File: src/rtl/tx_framer_pkg.sv
// tx_framer_pkg: state encoding and framing constants shared by the packet framer.
package tx_framer_pkg;

    typedef enum logic [2:0] {
        ST_IDLE,
        ST_SYNC0,
        ST_SYNC1,
        ST_LEN_HI,
        ST_LEN_LO,
        ST_PAYLOAD,
        ST_CKSUM,
        ST_DONE
    } framer_state_t;

    localparam logic [7:0] DEF_SYNC0 = 8'hAA;
    localparam logic [7:0] DEF_SYNC1 = 8'h55;
    localparam int         HDR_BYTES = 4;
    localparam int         TRL_BYTES = 1;

endpackage

File: src/rtl/tx_packet_framer.sv
// tx_packet_framer: wraps a buffered frame as sync + length + payload + checksum
// and streams it into the UART TX FIFO under back-pressure.
module tx_packet_framer
    import tx_framer_pkg::*;
#(
    parameter int         PAYLOAD_BYTES = 5100,
    parameter logic [7:0] SYNC0         = DEF_SYNC0,
    parameter logic [7:0] SYNC1         = DEF_SYNC1
) (
    input  logic                             clk,
    input  logic                             reset,
    input  logic                             frame_ready,
    output logic                             frame_ack,
    output logic                             ram_re,
    output logic [$clog2(PAYLOAD_BYTES)-1:0] ram_addr,
    input  logic [7:0]                       ram_rdata,
    input  logic                             fifo_full,
    output logic                             fifo_push,
    output logic [7:0]                       fifo_data,
    output logic                             busy
);

    localparam int            AW   = $clog2(PAYLOAD_BYTES);
    localparam int            CW   = $clog2(PAYLOAD_BYTES + 1);
    localparam logic [CW-1:0] LAST = CW'(PAYLOAD_BYTES);
    localparam logic [15:0]   LEN  = 16'(PAYLOAD_BYTES);

    framer_state_t state_q, state_d;
    logic [CW-1:0] rd_cnt_q, rd_cnt_d;
    logic          pend_q, pend_d;
    logic          hold_v_q, hold_v_d;
    logic [7:0]    hold_q, hold_d;
    logic [7:0]    cksum_q, cksum_d;
    logic          in_pay, avail, more, pay_push, pay_done;

    always_comb begin
        in_pay = state_q == ST_PAYLOAD;
        avail  = in_pay ? hold_v_q
                        : state_q inside {ST_SYNC0, ST_SYNC1, ST_LEN_HI, ST_LEN_LO, ST_CKSUM};
        case (state_q)
            ST_SYNC0:   fifo_data = SYNC0;
            ST_SYNC1:   fifo_data = SYNC1;
            ST_LEN_HI:  fifo_data = LEN[15:8];
            ST_LEN_LO:  fifo_data = LEN[7:0];
            ST_PAYLOAD: fifo_data = hold_q;
            ST_CKSUM:   fifo_data = cksum_q;
            default:    fifo_data = '0;
        endcase
        fifo_push = avail && !fifo_full;
        pay_push  = in_pay && fifo_push;
        more      = rd_cnt_q < LAST;
        // A new read is only issued once the holding slot is free or draining now
        ram_re    = in_pay && more && !pend_q && (!hold_v_q || fifo_push);
        ram_addr  = rd_cnt_q[AW-1:0];
        pay_done  = !more && !pend_q && (!hold_v_q || fifo_push);
        frame_ack = state_q == ST_CKSUM && fifo_push;
        busy      = state_q != ST_IDLE;
        pend_d    = ram_re;
        rd_cnt_d  = rd_cnt_q + CW'(ram_re);
        hold_d    = pend_q ? ram_rdata : hold_q;
        hold_v_d  = pend_q || (hold_v_q && !pay_push);
        cksum_d   = pay_push ? cksum_q + hold_q : cksum_q;
        state_d   = state_q;
        case (state_q)
            ST_IDLE: begin
                state_d  = frame_ready ? ST_SYNC0 : ST_IDLE;
                rd_cnt_d = '0;
                hold_v_d = 1'b0;
                cksum_d  = '0;
            end
            ST_SYNC0:   state_d = fifo_push ? ST_SYNC1 : ST_SYNC0;
            ST_SYNC1:   state_d = fifo_push ? ST_LEN_HI : ST_SYNC1;
            ST_LEN_HI:  state_d = fifo_push ? ST_LEN_LO : ST_LEN_HI;
            ST_LEN_LO:  state_d = fifo_push ? ST_PAYLOAD : ST_LEN_LO;
            ST_PAYLOAD: state_d = pay_done ? ST_CKSUM : ST_PAYLOAD;
            ST_CKSUM:   state_d = fifo_push ? ST_DONE : ST_CKSUM;
            default:    state_d = ST_IDLE;
        endcase
    end

    always_ff @(posedge clk or posedge reset) begin
        if (reset) begin
            state_q  <= ST_IDLE;
            rd_cnt_q <= '0;
            pend_q   <= 1'b0;
            hold_v_q <= 1'b0;
            hold_q   <= '0;
            cksum_q  <= '0;
        end else begin
            state_q  <= state_d;
            rd_cnt_q <= rd_cnt_d;
            pend_q   <= pend_d;
            hold_v_q <= hold_v_d;
            hold_q   <= hold_d;
            cksum_q  <= cksum_d;
        end
    end

endmodule

File: config.mk
export PLATFORM = sky130hd
export DESIGN_NAME = tx_packet_framer
export DESIGN_NICKNAME = d
export VERILOG_FILES = /design/src/rtl/tx_framer_pkg.sv /design/src/rtl/tx_packet_framer.sv
export SDC_FILE = /design/constraint.sdc
export NUM_CORES = 1
export LEC_CHECK = 0
export CORE_MARGIN = 1.5
export CORE_UTILIZATION = 54
export CTS_BUF_LIST = sky130_fd_sc_hd__clkbuf_4 sky130_fd_sc_hd__clkbuf_8
export DETAILED_ROUTE_END_ITERATION = 7
export HOLD_SLACK_MARGIN = 0.15
export PLACE_DENSITY_LB_ADDON = 0.15
export SLEW_MARGIN = 20
export SYNTH_ARGS = -nofsm -noshare
export SYNTH_HDL_FRONTEND = slang
export SYNTH_SLANG_ARGS = --single-unit
File: constraint.sdc
create_clock -name clk -period 3.2 [get_ports clk]
set_clock_uncertainty 0.15 [all_clocks]
set_input_delay 0.32 -clock clk [delete_from_list [all_inputs] [get_ports clk]]
set_output_delay 0.32 -clock clk [all_outputs]
set_load 0.1 [all_outputs]
# Word-level counts from Yosys, hierarchy flattened
# Index checks and enable logic that the tools add are counted.
[word_totals]
inputBits = 12
ff_bits = 34
output_inout_bits = 25
[op_classes]
muxes = 14
addsub = 2
eq_ne = 6
magnitude_cmp = 1
n_reduce_logical = 20
[op_table]
columns = ["operator", "count"]
rows = [
  ["$pmux 8 s6", 1],
  ["$pmux 3 s7", 1],
  ["$mux 8", 2],
  ["$add 13x1->13", 1],
  ["$lt 13x13->1 const B", 1],
  ["$mux 13", 1],
  ["$eq 3x3->1 const B", 3],
  ["$logic_and 1x1->1", 9],
  ["$add 8x8->8", 1],
  ["$eq 3x2->1 const B", 2],
  ["$mux 1", 6],
  ["$logic_not 1->1", 5],
  ["$reduce_bool 5->1", 1],
  ["$mux 2", 2],
  ["$eq 3x1->1 const B", 1],
  ["$logic_not 3->1", 1],
  ["$mux 3", 1],
  ["$reduce_bool 3->1", 1],
  ["$logic_or 1x1->1", 2],
  ["$reduce_bool 2->1", 1],
]

# Depth between registers and ports, before layout
[logic_depth]
ltp_word = 9
depth_mapped = 12
ltp_nobuf = 11

# Least setup slack after synthesis
# OpenSTA, ideal clock, no wires.
[synth_timing]
path_kind = "register -> register"
startpoint = "reg rd_cnt_q[5] (netlist: ram_addr[5])"
endpoint = "reg rd_cnt_q[12] (netlist: ram_addr[12])"
setup_slack_ps = -797
path_buffers = 0
period_less_slack_ps = 3997
t_arrival_ps = 3770
stages_incl_launch_ff = 12
setup_ps = 77
path_cell_list = "dfrtp_1 -> nand4_1 -> nor3b_1 -> o31ai_1 -> and3_1 -> ha_1 -> ha_1 -> nand3_1 -> nor2_1 -> nand2_1 -> or3_1 -> a21oi_1"
[synth_via]
elab_chain_len = 6
[synth_lines]
columns = ["element", "line_no", "text"]
rows = [
  ["from (decl)", "tx_packet_framer.sv:29", "logic [CW-1:0] rd_cnt_q, rd_cnt_d;"],
  ["from (signal assigned)", "tx_packet_framer.sv:91", "rd_cnt_q <= rd_cnt_d;"],
  ["$lt 13x13->1", "tx_packet_framer.sv:51", "more = rd_cnt_q < LAST;"],
  ["$logic_and 1x1->1 (3 in a row)", "tx_packet_framer.sv:53", "ram_re = in_pay && more && !pend_q && (!hold_v_q || fifo_push);"],
  ["named net ram_re", "tx_packet_framer.sv:14", "output logic ram_re,"],
  ["$add 13x1->13", "tx_packet_framer.sv:59", "rd_cnt_d = rd_cnt_q + CW'(ram_re);"],
  ["$mux 13", "tx_packet_framer.sv:64", "case (state_q)"],
  ["named net rd_cnt_d[12]", "tx_packet_framer.sv:29", ""],
]
# The timed path passes the listed nets, and every way through them passes these cells.
# A chain may end at the register's enable or synchronous reset.

# Worst setup path in the final report
[layout_timing]
startpoint = "reg state_q[1]"
endpoint = "reg rd_cnt_q[12] (netlist: ram_addr[12])"
[layout_via]
elab_chain_len = 8
word_cells_on_any_way = 16
classes_between = "1 x add/sub; 6 x eq/ne; 2 x mux; 7 x reduce/logical"
[layout_lines]
columns = ["element", "line_no", "text"]
rows = [
  ["from (decl)", "tx_packet_framer.sv:28", "framer_state_t state_q, state_d;"],
  ["from (signal assigned)", "tx_packet_framer.sv:90", "state_q <= state_d;"],
  ["$eq 3x1->1 (tied with other cells)", "tx_packet_framer.sv:39", ": state_q inside {ST_SYNC0, ST_SYNC1, ST_LEN_HI, ST_LEN_LO, ST_CKSUM};"],
  ["$reduce_bool 5->1", "tx_packet_framer.sv:39", ""],
  ["$mux 1", "tx_packet_framer.sv:38", "avail = in_pay ? hold_v_q"],
  ["$logic_and 1x1->1", "tx_packet_framer.sv:49", "fifo_push = avail && !fifo_full;"],
  ["$logic_or 1x1->1", "tx_packet_framer.sv:53", ""],
  ["$logic_and 1x1->1", "tx_packet_framer.sv:53", ""],
  ["$add 13x1->13", "tx_packet_framer.sv:59", ""],
  ["$mux 13 *", "tx_packet_framer.sv:64", ""],
  ["named net rd_cnt_d[12]", "tx_packet_framer.sv:29", ""],
]
# The timed path passes the listed nets; every way through them passes the cells marked *.

==> summary by stage <==
Outcome
The run finished with clean final reports.

Power
VDD sags by at most 0.560 mV. The overall power consumption is 2.65 mW. Of the total power, the clock network draws 0.127. For this design the static power due to leakage is 1.16 nW.

The power density over the cells is 1050 mW/mm^2. Of the total power, the share spent switching nets is 0.560. The relative contribution of sequential cells to total power is 0.249. The combinational share of power is 0.624.

The internal portion of the total power is 1.17 mW. The net switching component of the power is 1.49 mW.

Worst setup path
The launch point of the worst reg-to-reg path is state_q[1]$_DFF_PP0_. Counting cells, the worst reg-to-reg path comes to 11. Walking the worst path, the cells encountered are nand2b_1 -> a311o_2 -> a21oi_2 -> and3_4 -> ha_1 -> ha_1 -> nand3_1 -> nor2_1 -> nand2_1 -> or3_1 -> a21oi_1. The peak fanout along the critical path is 3. Data on the critical path arrives at its endpoint at 2860 ps.

In this design, the critical path's most frequently occurring cell is sky130_fd_sc_hd__ha_1. The required time at the worst-slack endpoint is 3270 ps. On the critical path, the stage with the largest delay is an instance of sky130_fd_sc_hd__dfrtp_1. The critical path start-end classification is reg2reg. STA classifies the critical path endpoint as a flip-flop.

The largest single stage delay on the critical path is 430 ps. The sort of element at the start of the critical path is a flip-flop. The endpoint of the lowest-slack register-to-register path is ram_addr[12]$_DFF_PP0_. The worst setup slack for register-to-register paths is 410 ps.

Logic synthesis
The main flop type after synthesis is sky130_fd_sc_hd__dfrtp_1. The number of synthesis warnings is 0. The count of state elements after synthesis is 34.

The largest total area in the synthesized netlist belongs to sky130_fd_sc_hd__dfrtp_1. The synthesized design contains 0 enable-type register cells. The number of nets in the synthesized netlist is 246. The cell area that synthesis handed to floorplanning was 0.00204 mm^2. In this run the mean area of a mapped cell was 9.12 um^2. The share of the synthesized area in the top cell type is 0.416. By area the synthesized netlist is led by sky130_fd_sc_hd__dfrtp_1 (42%), sky130_fd_sc_hd__ha_1 (5.5%), sky130_fd_sc_hd__o21ai_0 (4.9%), sky130_fd_sc_hd__nand2_1 (3.9%), sky130_fd_sc_hd__inv_1 (3.7%).

Synthesis instantiated 46 different standard cells from the library. The post-synthesis instance total is 224. The proportion of synthesized flip-flops having asynchronous set or reset is 1.00. Of the synthesized area, sequential elements account for 0.416.

Floorplan
The die covers 0.00416 mm^2. The region available for standard cell placement spans 0.00363 mm^2. The chip width is 64.5 um. 37 I/O pins were placed.

The cell row count is 22. In this run the vertical extent of the chip is 64.5 um. The initial utilization of the core area, before any placement, comes to 0.562.

Global route
The global-route wire length before repair is 7800 um. For met3 alone, demand over resource in global routing was 0.0590. The initial antenna violation count was 0. The via count of the first global-routing pass is 1,591. The maximum number of pins on one net before global-route repair is 35.

The fraction of met2 tracks used by global routing is 0.358. The total overflow left after global routing is 0. For this run, global-route usage on met1 was measured as 0.365. The busiest metal layer after global routing is met1. The all-layer global routing usage is 0.245.

STA
The headroom to the max-slew limit is 0.359. Setup repair after global routing left no endpoint under its margin. The max-slew violation count was 0.

For the pin with the worst max-slew slack, the measured transition is 958 ps. In the post-route analysis, the smallest setup slack over all paths is 407 ps. The clock period could shrink to 2790 ps. The final-report hold violation count is 0. The final worst-path cycle share is 0.873. The number of endpoints failing setup at the final stage is 0. Static timing analysis puts the maximum clock frequency at 358 MHz.

Final layout
The final-stage net count is 286. The total inserted antenna cells is 0. In the final layout, the share of cells above drive strength 1 is 0.230. The area growth from synthesis to layout is 24.2%.

Placed design
At the end of routability-driven placement, the weighted congestion stood at 0.792. Prior to clock tree synthesis, the placed netlist has a worst setup slack of 334 ps. The count of input and output buffers is 36. Detailed placement finished with a half-perimeter wire length of 3200 um.

Clock tree
The clock transition at the registers of the reported paths is 80 ps. The number of buffers inserted by post-CTS setup repair is 0. Counting the buffers created by CTS gives 5. Hold repair after CTS inserted 0 buffers.

The number of sinks driven by the clock tree is 34. The cell at the root of the clock tree is sky130_fd_sc_hd__clkbuf_8. The clock tree from TritonCTS is built. CTS built an H-tree with a depth of 2. The count of cells resized by post-cts repair is 0. For the worst-skew pair, the clock arrives at the later sink with an insertion delay of 290 ps. The worst-case clock buffer depth is 2.

Routing
Using the TritonRoute via totals, the vias-per-cell ratio works out to 5.55. The final route contains 1,737 vias. The first routing iteration left 165 violations.

In this run the remaining antenna-violating nets after routing total 0. After detailed routing, the total wire length is 4420 um. After detailed routing, the average wire length per cell comes to 14.1 um. The total DRC errors in the routed layout is 0. The total iterations of the first detailed-routing run is 4.

Run
The tool flagged a number of max-cap violations equal to 0.

Min path
The min-delay analysis places its worst path in the category in2async.
-- synthesized netlist by cell type (5+ instances only) --
library cell and number:
sky130_fd_sc_hd__dfrtp_1 34, sky130_fd_sc_hd__nand2_1 21, sky130_fd_sc_hd__inv_1 20, sky130_fd_sc_hd__o21ai_0 20, sky130_fd_sc_hd__nor2_1 14, sky130_fd_sc_hd__nand3_1 11
sky130_fd_sc_hd__a21oi_1 10, sky130_fd_sc_hd__ha_1 9, sky130_fd_sc_hd__clkbuf_1 7, sky130_fd_sc_hd__o21ai_1 7, sky130_fd_sc_hd__xor2_1 7, sky130_fd_sc_hd__a21o_1 5
sky130_fd_sc_hd__o31ai_1 5, sky130_fd_sc_hd__or3_1 5
-- critical path: cells and delay by family, from the launching register on --
| kind | cells | cell delay [ps] |
|---|---|---|
| and+or+nand+nor | 6 | 1050 |
| AOI/OAI and AO/OA | 3 | 710 |
| DFF | 1 | 430 |
| adders and majority gates | 2 | 390 |
-- cell families after synthesis --
logic type      Yosys count  share of synthesized area
simple gates             74                      0.203
compound gates           61                      0.187
flops                    34                      0.416
buf+inv                  32                     0.0692
xor+xnor                 10                     0.0429
fa+ha+maj                10                     0.0649
mux                       3                     0.0159
-- registers in the layout, summed over array words and instances (netlist names) --
signal,count
ram_addr,13
cksum_q,8
hold_q,8
state_q,3
hold_v_q,1
pend_q,1
-- layout make-up --
| type | count | area [um^2] |
|---|---|---|
| Clock inverter | 2 | 12.5 |
| Fill cell | 327 | 1100 |
| Multi-Input combinational cell | 158 | 1070 |
| Timing Repair Buffer | 45 | 380 |
| Clock buffer | 6 | 82.6 |
| Sequential cell | 34 | 861 |
| Inverter | 20 | 75.1 |
| Tap cell | 48 | 60.1 |
-- per-stage QoR --
step / setup TNS, ps / cell area, um^2 / util / hold WS (ps) / instances
5_1_grt: 0 / 2540 / 0.698 / 342 / 313
4_1_cts: 0 / 2540 / 0.698 / 298 / 313
6_report: 0 / 2540 / 0.698 / 278 / 313
2_1_floorplan: -1290 / 2070 / - / 287 / 224
3_3_place_gp: 0 / 2440 / 0.672 / 364 / 305
3_5_place_dp: 0 / 2440 / 0.672 / 375 / 305
-- layer usage --
metal,up-vias,part of all wire
li1,867,-
met1,827,0.50
met2,37,0.45
met3,6,0.042
met4,0,0.012
met5,-,0
-- cells in the final DEF (no fill, tap or decap), types with 3 or more instances in the layout --
master / Yosys / layout
sky130_fd_sc_hd__clkbuf_8: 0 / 6
sky130_fd_sc_hd__o21ai_0: 20 / 20
sky130_fd_sc_hd__o21ai_1: 7 / 7
sky130_fd_sc_hd__buf_4: 1 / 32
sky130_fd_sc_hd__a21oi_1: 10 / 10
sky130_fd_sc_hd__dfrtp_1: 34 / 26
sky130_fd_sc_hd__dfrtp_2: 0 / 8
sky130_fd_sc_hd__a221oi_1: 3 / 3
sky130_fd_sc_hd__nor3b_1: 3 / 3
sky130_fd_sc_hd__a21o_1: 5 / 5
sky130_fd_sc_hd__nor2_1: 14 / 14
sky130_fd_sc_hd__xnor2_1: 3 / 3
sky130_fd_sc_hd__ha_1: 9 / 9
sky130_fd_sc_hd__nand3_1: 11 / 11
sky130_fd_sc_hd__inv_1: 20 / 20
sky130_fd_sc_hd__clkdlybuf4s50_1: 0 / 12
sky130_fd_sc_hd__nand4_1: 3 / 3
sky130_fd_sc_hd__o31ai_1: 5 / 4
sky130_fd_sc_hd__nand2_1: 21 / 21
sky130_fd_sc_hd__xor2_1: 7 / 7
sky130_fd_sc_hd__or3_1: 5 / 5
-- worst max-delay path by stage --
| stage | from | to | slack (ps) | cells after the start |
|---|---|---|---|---|
| after floorplan | state_q[1]$_DFF_PP0_ | fifo_data[3] | -400 | 3 |
| after global placement | fifo_full | ram_addr[12]$_DFF_PP0_ | 370 | 11 |
| after detailed placement | fifo_full | ram_addr[12]$_DFF_PP0_ | 330 | 11 |
| after CTS | state_q[1]$_DFF_PP0_ | ram_addr[12]$_DFF_PP0_ | 410 | 11 |
| after global routing | ram_addr[2]$_DFF_PP0_ | ram_addr[10]$_DFF_PP0_ | 220 | 12 |
| final | state_q[1]$_DFF_PP0_ | ram_addr[12]$_DFF_PP0_ | 410 | 11 |
-- power by group through the flow --
stage	combinational, mW	sequential, mW	clock [mW]
after floorplan	1.32	0.681	0
after global placement	1.64	0.663	0
after detailed placement	1.65	0.667	0
after CTS	1.66	0.660	0.343
after global routing	1.77	0.679	0.362
final	1.66	0.660	0.336
Note: power is estimated with default switching activity, not from simulation.
